`src/rtl/noc_link_receiver.sv`:
```
// noc_link_receiver
//   Terminates a credit-based NoC link and re-emits the flits as an AXI-Stream
//   style master. Incoming flits land in a small first-word-fall-through FIFO.
//   Each pop returns one credit upstream, one cycle after the pop. A two-state
//   packet tracker watches popped flits and flags any body/tail flit whose
//   destination differs from the head flit of its packet.
//
// Ports
//   clk_noc, rst_noc_sync       clock, synchronous active-high reset
//   data_in/dest_in/is_tail_in  flit fields from the upstream router
//   send_in                     flit valid (no handshake; credits pace it)
//   credit_out                  one-cycle credit return pulse
//   m_tvalid/m_tready           stream handshake
//   m_tdata/m_tdest/m_tlast     stream payload (head FIFO entry)
//   pkt_count                   tail flits delivered, wraps
//   overflow_err, dest_err      sticky error flags
module noc_link_receiver #(
  parameter int FLIT_WIDTH   = 32,
  parameter int DEST_WIDTH   = 6,
  parameter int BUFFER_DEPTH = 2,
  parameter int CNT_WIDTH    = 16
) (
  input  logic                  clk_noc,
  input  logic                  rst_noc_sync,
  input  logic [FLIT_WIDTH-1:0] data_in,
  input  logic [DEST_WIDTH-1:0] dest_in,
  input  logic                  is_tail_in,
  input  logic                  send_in,
  output logic                  credit_out,
  output logic                  m_tvalid,
  input  logic                  m_tready,
  output logic [FLIT_WIDTH-1:0] m_tdata,
  output logic [DEST_WIDTH-1:0] m_tdest,
  output logic                  m_tlast,
  output logic [CNT_WIDTH-1:0]  pkt_count,
  output logic                  overflow_err,
  output logic                  dest_err
);

  localparam int PTR_W = (BUFFER_DEPTH > 1) ? $clog2(BUFFER_DEPTH) : 1;
  localparam int OCC_W = $clog2(BUFFER_DEPTH + 1);

  typedef struct packed {
    logic [FLIT_WIDTH-1:0] data;
    logic [DEST_WIDTH-1:0] dest;
    logic                  tail;
  } flit_t;

  typedef enum logic {IDLE, IN_PKT} state_e;

  flit_t                 mem_q [BUFFER_DEPTH];
  flit_t                 mem_d [BUFFER_DEPTH];
  logic [PTR_W-1:0]      wr_ptr_q, wr_ptr_d;
  logic [PTR_W-1:0]      rd_ptr_q, rd_ptr_d;
  logic [OCC_W-1:0]      occ_q, occ_d;
  logic                  credit_q, credit_d;
  logic [CNT_WIDTH-1:0]  pkt_q, pkt_d;
  logic                  ovf_q, ovf_d;
  logic                  derr_q, derr_d;
  state_e                state_q, state_d;
  logic [DEST_WIDTH-1:0] head_dest_q, head_dest_d;

  logic  empty, full, pop, push;
  flit_t head;

  // Pointers wrap at BUFFER_DEPTH, which need not be a power of two.
  function automatic logic [PTR_W-1:0] nxt_ptr(input logic [PTR_W-1:0] p);
    return (p == PTR_W'(BUFFER_DEPTH - 1)) ? '0 : p + 1'b1;
  endfunction

  always_comb begin
    empty = (occ_q == '0);
    full  = (occ_q == OCC_W'(BUFFER_DEPTH));
    head  = mem_q[rd_ptr_q];
    pop   = !empty && m_tready;
    // A full FIFO still accepts a flit when the head leaves in the same cycle.
    push  = send_in && !rst_noc_sync && (!full || pop);

    mem_d       = mem_q;
    wr_ptr_d    = wr_ptr_q;
    rd_ptr_d    = rd_ptr_q;
    occ_d       = occ_q;
    credit_d    = pop;
    pkt_d       = pkt_q;
    ovf_d       = ovf_q;
    derr_d      = derr_q;
    state_d     = state_q;
    head_dest_d = head_dest_q;

    if (push) begin
      mem_d[wr_ptr_q] = '{data: data_in, dest: dest_in, tail: is_tail_in};
      wr_ptr_d        = nxt_ptr(wr_ptr_q);
    end
    if (pop)
      rd_ptr_d = nxt_ptr(rd_ptr_q);

    case ({push, pop})
      2'b10:   occ_d = occ_q + 1'b1;
      2'b01:   occ_d = occ_q - 1'b1;
      default: occ_d = occ_q;
    endcase

    if (send_in && full && !pop)
      ovf_d = 1'b1;

    // Packet tracker advances only on delivered flits.
    if (pop) begin
      if (head.tail)
        pkt_d = pkt_q + 1'b1;
      case (state_q)
        IDLE: begin
          if (!head.tail) begin
            state_d     = IN_PKT;
            head_dest_d = head.dest;
          end
        end
        IN_PKT: begin
          if (head.dest != head_dest_q)
            derr_d = 1'b1;
          if (head.tail)
            state_d = IDLE;
        end
        default: state_d = IDLE;
      endcase
    end
  end

  always_ff @(posedge clk_noc) begin
    if (rst_noc_sync) begin
      wr_ptr_q    <= '0;
      rd_ptr_q    <= '0;
      occ_q       <= '0;
      credit_q    <= 1'b0;
      pkt_q       <= '0;
      ovf_q       <= 1'b0;
      derr_q      <= 1'b0;
      state_q     <= IDLE;
      head_dest_q <= '0;
    end else begin
      wr_ptr_q    <= wr_ptr_d;
      rd_ptr_q    <= rd_ptr_d;
      occ_q       <= occ_d;
      credit_q    <= credit_d;
      pkt_q       <= pkt_d;
      ovf_q       <= ovf_d;
      derr_q      <= derr_d;
      state_q     <= state_d;
      head_dest_q <= head_dest_d;
    end
  end

  // Storage needs no reset: occupancy alone decides what is valid.
  always_ff @(posedge clk_noc) begin
    mem_q <= mem_d;
  end

  assign m_tvalid     = !empty;
  assign m_tdata      = head.data;
  assign m_tdest      = head.dest;
  assign m_tlast      = head.tail;
  assign credit_out   = credit_q;
  assign pkt_count    = pkt_q;
  assign overflow_err = ovf_q;
  assign dest_err     = derr_q;

endmodule

```
`config.mk`:
```
export PLATFORM = sky130hd
export DESIGN_NAME = noc_link_receiver
export DESIGN_NICKNAME = d
export VERILOG_FILES = /design/src/rtl/noc_link_receiver.sv
export SDC_FILE = /design/constraint.sdc
export NUM_CORES = 1
export LEC_CHECK = 0
export CAP_MARGIN = 20
export CORE_MARGIN = 3
export CORE_UTILIZATION = 45
export CTS_BUF_LIST = sky130_fd_sc_hd__clkbuf_4
export DETAILED_ROUTE_END_ITERATION = 8
export PLACE_DENSITY = 0.77
export SLEW_MARGIN = 0
export SYNTH_ARGS = -nofsm -noshare
export SYNTH_HDL_FRONTEND = slang
export SYNTH_SLANG_ARGS = --single-unit
export TNS_END_PERCENT = 10
```
`constraint.sdc`:
```
create_clock -name clk_noc -period 5.2 [get_ports clk_noc]
set_clock_uncertainty 0.05 [all_clocks]
set_input_delay 1.56 -clock clk_noc [delete_from_list [all_inputs] [get_ports clk_noc]]
set_output_delay 1.56 -clock clk_noc [all_outputs]
set_load 0.01 [all_outputs]
```
==> results of run 1 <==
==> synthesized netlist by cell type (all sizes together) <==
| master | number |
|---|---|
| xor2 | 8 |
| mux2i | 7 |
| nor2 | 22 |
| clkbuf | 9 |
| nand4b | 1 |
| or2 | 1 |
| or4 | 3 |
| nor3 | 4 |
| mux2 | 38 |
| dfxtp | 30 |
| a21oi | 12 |
| a211oi | 1 |
| ha | 2 |
| nor4 | 4 |
| nand2 | 7 |
| o31ai | 1 |
| nand3 | 6 |
| nor3b | 2 |
| and2 | 1 |
| buf | 1 |
| o21ai | 9 |
| edfxtp | 78 |
| xnor2 | 10 |
| inv | 7 |
| and4 | 1 |
| nand4 | 2 |
| or3 | 6 |
==> per-stage QoR <==
step                instances  instance area [um2]
finish                    491                 5400
CTS                       491                 5400
detailed placement        475                 5260
global placement          475                 5260
global route              491                 5400
floorplan                 273                 4120
==> routing by layer <==
metal / vias up / wire, um
li1: 1220 / -
met1: 1171 / 3260
met2: 81 / 3460
met3: 5 / 610
met4: 0 / 69
met5: - / 0
==> cell type report <==
class | count | area, um2
Clock buffer | 10 | 75.1
Inverter | 7 | 26.3
Clock inverter | 6 | 65.1
Timing Repair Buffer | 104 | 1030
Sequential cell | 108 | 2940
Multi-Input combinational cell | 148 | 1120
Tap cell | 108 | 135
Fill cell | 667 | 3410
==> worst max-delay path, stage by stage, from the launching register on <==
cell and delay, ns:
dfxtp_2 0.36, mux2i_1 0.72, inv_1 0.22, clkdlybuf4s50_1 0.54
==> report_power, final <==
part,switching (mW),leakage [nW],internal [mW]
Combinational,0.229,0.733,0.290
Sequential,0.0243,0.959,0.976
Clock,0.256,0.0663,0.151
==> cells by family (layout without fill, tap and decap cells) <==
kind of cell	after synthesis	in the layout	synth area share [%]
flops	108	108	71.4
mux	45	45	12.1
fa+ha+maj	2	2	0.607
simple gates	60	60	7.53
compound gates	23	23	2.92
buf+inv	17	127	1.58
xor+xnor	18	18	3.83
==> registers in the layout, indices dropped and copies added, names as in the netlist <==
signal / count
occ_q: 2
wr_ptr_q: 1
dest_err: 1
credit_out: 1
head_dest_q: 6
pkt_count: 16
rd_ptr_q: 1
overflow_err: 1
state_q: 1
mem_q: 78
==> worst paths after layout <==
kind / start / end / slack [ns]
worst max register to register: occ_q[0] / occ_q[1] / 2.88
worst min-delay path: pkt_count[15] / pkt_count[15] / 0.45
worst min register to register: pkt_count[15] / pkt_count[15] / 0.45
worst max-delay path: rd_ptr_q / m_tlast / 1.32
==> results.ini, run 1 <==
[timing]
layout_min_cycle_time_ns=3.88
maxSlewViolCount=0
final_hold_viol_count=0
period_share_pct=74.7
fin_ws_ns=1.32
worstMarginPinSlew_ns=0.927
tns_ns=0
fmax_mhz=258
grt_setup_unrepaired=no
setup_violations=0
slew_headroom_pct=38.2
hold-worst-slack_ns=0.445

[placement]
dp_slack_ns=1.28
io_buffers=101
place_congestion=0.728
dp_hpwl_um=5070

[final_layout]
final_nets=423
area_growth_syn_to_layout_pct=31.1
layout_commonest_cell=clkdlybuf4s50_1
finalCoreUtilization_pct=61.3
layout_common_cells=clkdlybuf4s50_1, edfxtp_1, mux2_2
post_route_cells_drive_above_1_share_pct=16.2
diodes=0

[power_and_ir_drop]
irDropWorstVdd_mv=0.205
power.total_mw=1.93
p_per_area_mw_per_mm2=357
p_leak_nw=1.76

[worst_setup_path]
start_kind=flop
cp.arrival_ns=2.27
path_class=flop to primary output
r2r_cells=5
end_kind=primary output
cp.required_ns=3.59
critical_path_peak_fanout=11

[clock_tree]
cts_resized=0
ctsLongestPathBuffers=2
path_clk_slew_ns=0.15
postCtsHoldBufs=0
cts.sinks=108
cts_buffers=9
root_buffer=clkbuf_4
clk_latency_ns=0.43
cts_setup_buffers=0
cts_tree=done
htree_levels=3

[grt]
busiest_layer=met2
grt_max_degree=40
met3_usage_pct=6.96
use_met1_pct=18.3
grt_first_pass_wirelength_um=11900
grt_antenna_before_repair=0
gr-total-overflow=0
grt_pass1_vias=2521
use_met2_pct=24.7
grt_use_total_pct=15.1

[floorplan]
die_area_mm2=0.0103
die_h_um=102
initial_core_util_pct=46.8
coreArea_mm2=0.00881
rows=34
ios=102
fp.dieW_um=102

[routing]
vias=2477
totalWireLength_um=7400
wl_per_cell_um=15.1
drt_iter0_drc=103
route.detailed.drc=0
drtAntennaViolNets=0
viasPerCell=5.04
dr.pass1.iters=4

[synthesis]
syn_area_per_cell_um2=15.1
synth_largest_area_cell=edfxtp_1
synth_top_area_share_pct=56.9
synth_area_leaders=edfxtp_1, dfxtp_1, mux2_2
synth_cell_types=30
yosysWarningCount=0
syn-num-nets=318
synth-seq-cells=108
yosysSeqAreaShare_pct=71.4
syn_area_mm2=0.00412
postSynthCellCount=273

[run_status]
status=complete, no violations

[hold_path]
min_path_type=flop to flop
worstHoldPathCells=2

[job]
maxCapViolations=0

Note: power is estimated with default switching activity, not from simulation.
==> run 2, diff against run 1 <==
Clock period 5.2 ns to 3.98 ns, I/O delays scaled along.
==> results.ini, run 2 (synthesis results as in run 1) <==
[hold_path]
min_path_type=flop to flop
worstHoldPathCells=2

[routing]
dr.pass1.iters=4
drtAntennaViolNets=0
viasPerCell=5.09
drt_iter0_drc=84
route.detailed.drc=0
totalWireLength_um=7480
wl_per_cell_um=15.1
vias=2521

[clock_tree]
root_buffer=clkbuf_4
cts.sinks=108
htree_levels=3
ctsLongestPathBuffers=2
cts_tree=done
postCtsHoldBufs=0
cts_resized=0
path_clk_slew_ns=0.17
clk_latency_ns=0.44
cts_setup_buffers=0
cts_buffers=9

[timing]
final_hold_viol_count=0
layout_min_cycle_time_ns=3.45
fin_ws_ns=0.533
period_share_pct=86.6
fmax_mhz=290
worstMarginPinSlew_ns=0.637
grt_setup_unrepaired=no
tns_ns=0
setup_violations=0
maxSlewViolCount=0
slew_headroom_pct=57.3

[run_status]
status=complete, no violations

[worst_setup_path]
r2r_cells=5
cp.arrival_ns=2.20
reg2reg_to=pkt_count[15]
crit_family=buffers and inverters
reg2reg_slack_ns=1.81
end_kind=primary output
worst-path-buf-inv=2
slowest_delay_ns=0.56
r2r-start=rd_ptr_q
critical_path_peak_fanout=15
crit_end=m_tdest[5]
start_kind=flop
startpoint=rd_ptr_q
path_class=flop to primary output
crit_cells=3
crit_chain=buf_4, mux2_2, clkdlybuf4s50_1
cp.required_ns=2.74
critPathSlowestCell=dfxtp_2

[floorplan]
rows=34
die_h_um=102
fp.dieW_um=102
coreArea_mm2=0.00881
die_area_mm2=0.0103
ios=102
initial_core_util_pct=46.8

[final_layout]
final_nets=427
largest-register=mem_q
post_route_cells_drive_above_1_share_pct=17.3
fill_cells=671
multi_input_area_mm2=0.00112
seqCellArea_mm2=0.00294
largest_reg_flops=78
finalCoreUtilization_pct=62.1
stdcell_count=495
layout_commonest_cell=clkdlybuf4s50_1
area_growth_syn_to_layout_pct=32.7
diodes=0
layout_common_cells=clkdlybuf4s50_1, edfxtp_1, mux2_2

[grt]
grt_pass1_vias=2565
grt_use_total_pct=15.3
gr-total-overflow=0
grt_antenna_before_repair=0
grt_max_degree=40
grt_first_pass_wirelength_um=12200

[power_and_ir_drop]
irDropWorstVdd_mv=0.323
p_per_area_mw_per_mm2=469
p_leak_nw=1.80

[job]
maxCapViolations=0

[placement]
dp.cells=479
place_congestion=0.743
dp_slack_ns=0.753
dp_hpwl_um=5310
io_buffers=101

[run 2: cell types whose count changed in the layout (fill, tap and decap cells not counted)]
cell / previous run / this run
clkinvlp_4: 3 / 0
buf_12: 0 / 2
buf_4: 3 / 5
inv_8: 0 / 2
clkbuf_4: 10 / 9
clkinv_1: 1 / 0
clkinv_4: 1 / 2
clkinvlp_2: 0 / 1
inv_6: 0 / 1
[run 2: layer usage]
layer | track usage [%] | vias to the layer above | share of wire [%]
met5 | 0 | - | 0
met4 | 3.48 | 0 | 1.0
met3 | 6.20 | 9 | 7.6
met2 | 25.6 | 82 | 47
met1 | 18.7 | 1193 | 44
li1 | - | 1237 | -
[run 2: layout make-up]
class,count,share of cell area (%)
timing repair buffer,108,19.9
inverter,7,0.481
multi-input combinational,148,20.5
tap,108,2.47
clock inverter,7,1.53
sequential,108,53.9
clock buffer,9,1.24
[run 2: power breakdown]
group | internal, mW | switching, mW
Sequential | 1.28 | 0.0459
Combinational | 0.394 | 0.288
Clock | 0.204 | 0.358
[run 2: worst min path at each step]
stage | startpoint | endpoint | slack, ns
2_1_floorplan | state_q | state_q | 0.41
3_3_place_gp | pkt_count[15] | pkt_count[15] | 0.41
3_5_place_dp | overflow_err | overflow_err | 0.42
4_1_cts | state_q | state_q | 0.45
5_1_grt | state_q | state_q | 0.47
6_report | pkt_count[15] | pkt_count[15] | 0.45
[run 2: metrics by stage]
step / hold slack [ns] / total power, mW / area, um2
6_report: 0.446 / 2.56 / 5470
4_1_cts: 0.449 / 2.61 / 5470
3_3_place_gp: 0.410 / 2.03 / 5310
2_1_floorplan: 0.411 / 1.70 / 4120
5_1_grt: 0.469 / 2.71 / 5470
3_5_place_dp: 0.416 / 2.04 / 5310
[run 2: worst register-to-register path, delay by kind of cell, from the launching register on]
family | cells | cell delay, ns
compound gates | 1 | 0.14
buf+inv | 1 | 0.18
flops | 1 | 0.56
mux | 1 | 0.13
simple gates | 2 | 1.04
==> run 3, diff against run 2 <==
Settings changed: CORE_MARGIN 3 to unset.
==> results.ini, run 3 (synthesis results as in run 1) <==
[timing]
final_hold_viol_count=0
fmax_mhz=280
worstMarginPinSlew_ns=0.624
period_share_pct=89.8
tns_ns=0
setup_violations=0
fin_ws_ns=0.406
slew_headroom_pct=58.2
grt_setup_unrepaired=no
maxSlewViolCount=0
layout_min_cycle_time_ns=3.57

[routing]
drt_iter0_drc=75
wl_per_cell_um=15.1
viasPerCell=5.09
route.detailed.drc=12
totalWireLength_um=7470
vias=2519
drtAntennaViolNets=0
dr.pass1.iters=6

[worst_setup_path]
worst-path-buf-inv=2
cp.arrival_ns=2.33
start_kind=flop
path_class=flop to primary output
critical_path_peak_fanout=24
cp.required_ns=2.74
crit_chain=buf_4, mux2_2, clkdlybuf4s50_1
critPathSlowestCell=dfxtp_2
crit_family=buffers and inverters
slowest_delay_ns=0.76
end_kind=primary output

[final_layout]
final_cell_area_mm2=0.00547
layout_commonest_cell=clkdlybuf4s50_1
largest_reg_flops=78
diodes=0
largest-register=mem_q
post_route_cells_drive_above_1_share_pct=17.1
layout_common_cells=clkdlybuf4s50_1, edfxtp_1, mux2_2
finalCoreUtilization_pct=62.1
fill_cells=665
final_nets=427
area_growth_syn_to_layout_pct=32.7

[floorplan]
initial_core_util_pct=46.8
fp.dieW_um=97.7
die_area_mm2=0.00954
coreArea_mm2=0.00881
rows=34
ios=102
die_h_um=97.7

[placement]
io_buffers=101
place_congestion=0.778
dp_slack_ns=0.763
place_area_mm2=0.00530
dp_hpwl_um=5040

[grt]
grt_pass1_vias=2621
use_met1_pct=19.6
grt_first_pass_wirelength_um=12200
gr-total-overflow=0
grt_antenna_before_repair=0
grt_use_total_pct=16.4
busiest_layer=met2
use_met2_pct=28.2
grt_max_degree=40
met3_usage_pct=5.25

[clock_tree]
cts.sinks=108
htree_levels=3
clk_latency_ns=0.42
cts_tree=done
root_buffer=clkbuf_4
cts_setup_buffers=0
postCtsHoldBufs=0
cts_resized=0
path_clk_slew_ns=0.15
ctsLongestPathBuffers=2
cts_buffers=9

[power_and_ir_drop]
p_leak_nw=1.80
irDropWorstVdd_mv=0.288
power.total_mw=2.60
p_per_area_mw_per_mm2=477

[run_status]
status=complete, but fails checks
failed_checks=DRC

[hold_path]
min_path_type=flop to flop

[job]
maxCapViolations=0

-- run 3: final cells by class --
class | instances | area, um2 | share of cell area (%)
sequential | 108 | 2940 | 53.9
multi-input combinational | 148 | 1120 | 20.5
timing repair buffer | 108 | 1080 | 19.7
tap | 108 | 135 | 2.47
clock inverter | 6 | 88.8 | 1.63
clock buffer | 10 | 75.1 | 1.37
inverter | 7 | 26.3 | 0.481
-- run 3: final timing paths --
| path | end | slack [ns] | depth (start not counted) | from |
|---|---|---|---|---|
| worst min-delay path | pkt_count[15] | 0.44 | 2 | pkt_count[15] |
| worst min register to register | pkt_count[15] | 0.44 | 2 | pkt_count[15] |
| worst max register to register | pkt_count[15] | 1.58 | 5 | rd_ptr_q |
| worst max-delay path | m_tdata[31] | 0.41 | 3 | rd_ptr_q |
-- run 3: power breakdown --
group	internal, mW	switching, mW
combinational	0.393	0.271
sequential	1.28	0.0653
clock	0.263	0.338
total	1.93	0.674
-- run 3: tightest hold or removal path: cells and delay by family, from the launching register on --
| family | cells | cell delay, ns |
|---|---|---|
| flops | 1 | 0.35 |
| compound gates | 2 | 0.11 |
-- run 3: per-layer routing --
metal,vias up,share of wire (%)
li1,1222,-
met1,1210,43
met2,78,49
met3,9,7.0
met4,0,1.2
met5,-,0
-- run 3: metrics by stage --
step | std cells | hold slack (ns)
3_5_place_dp | 479 | 0.419
6_report | 495 | 0.440
2_1_floorplan | 273 | 0.411
4_1_cts | 495 | 0.446
3_3_place_gp | 479 | 0.411
5_1_grt | 495 | 0.476
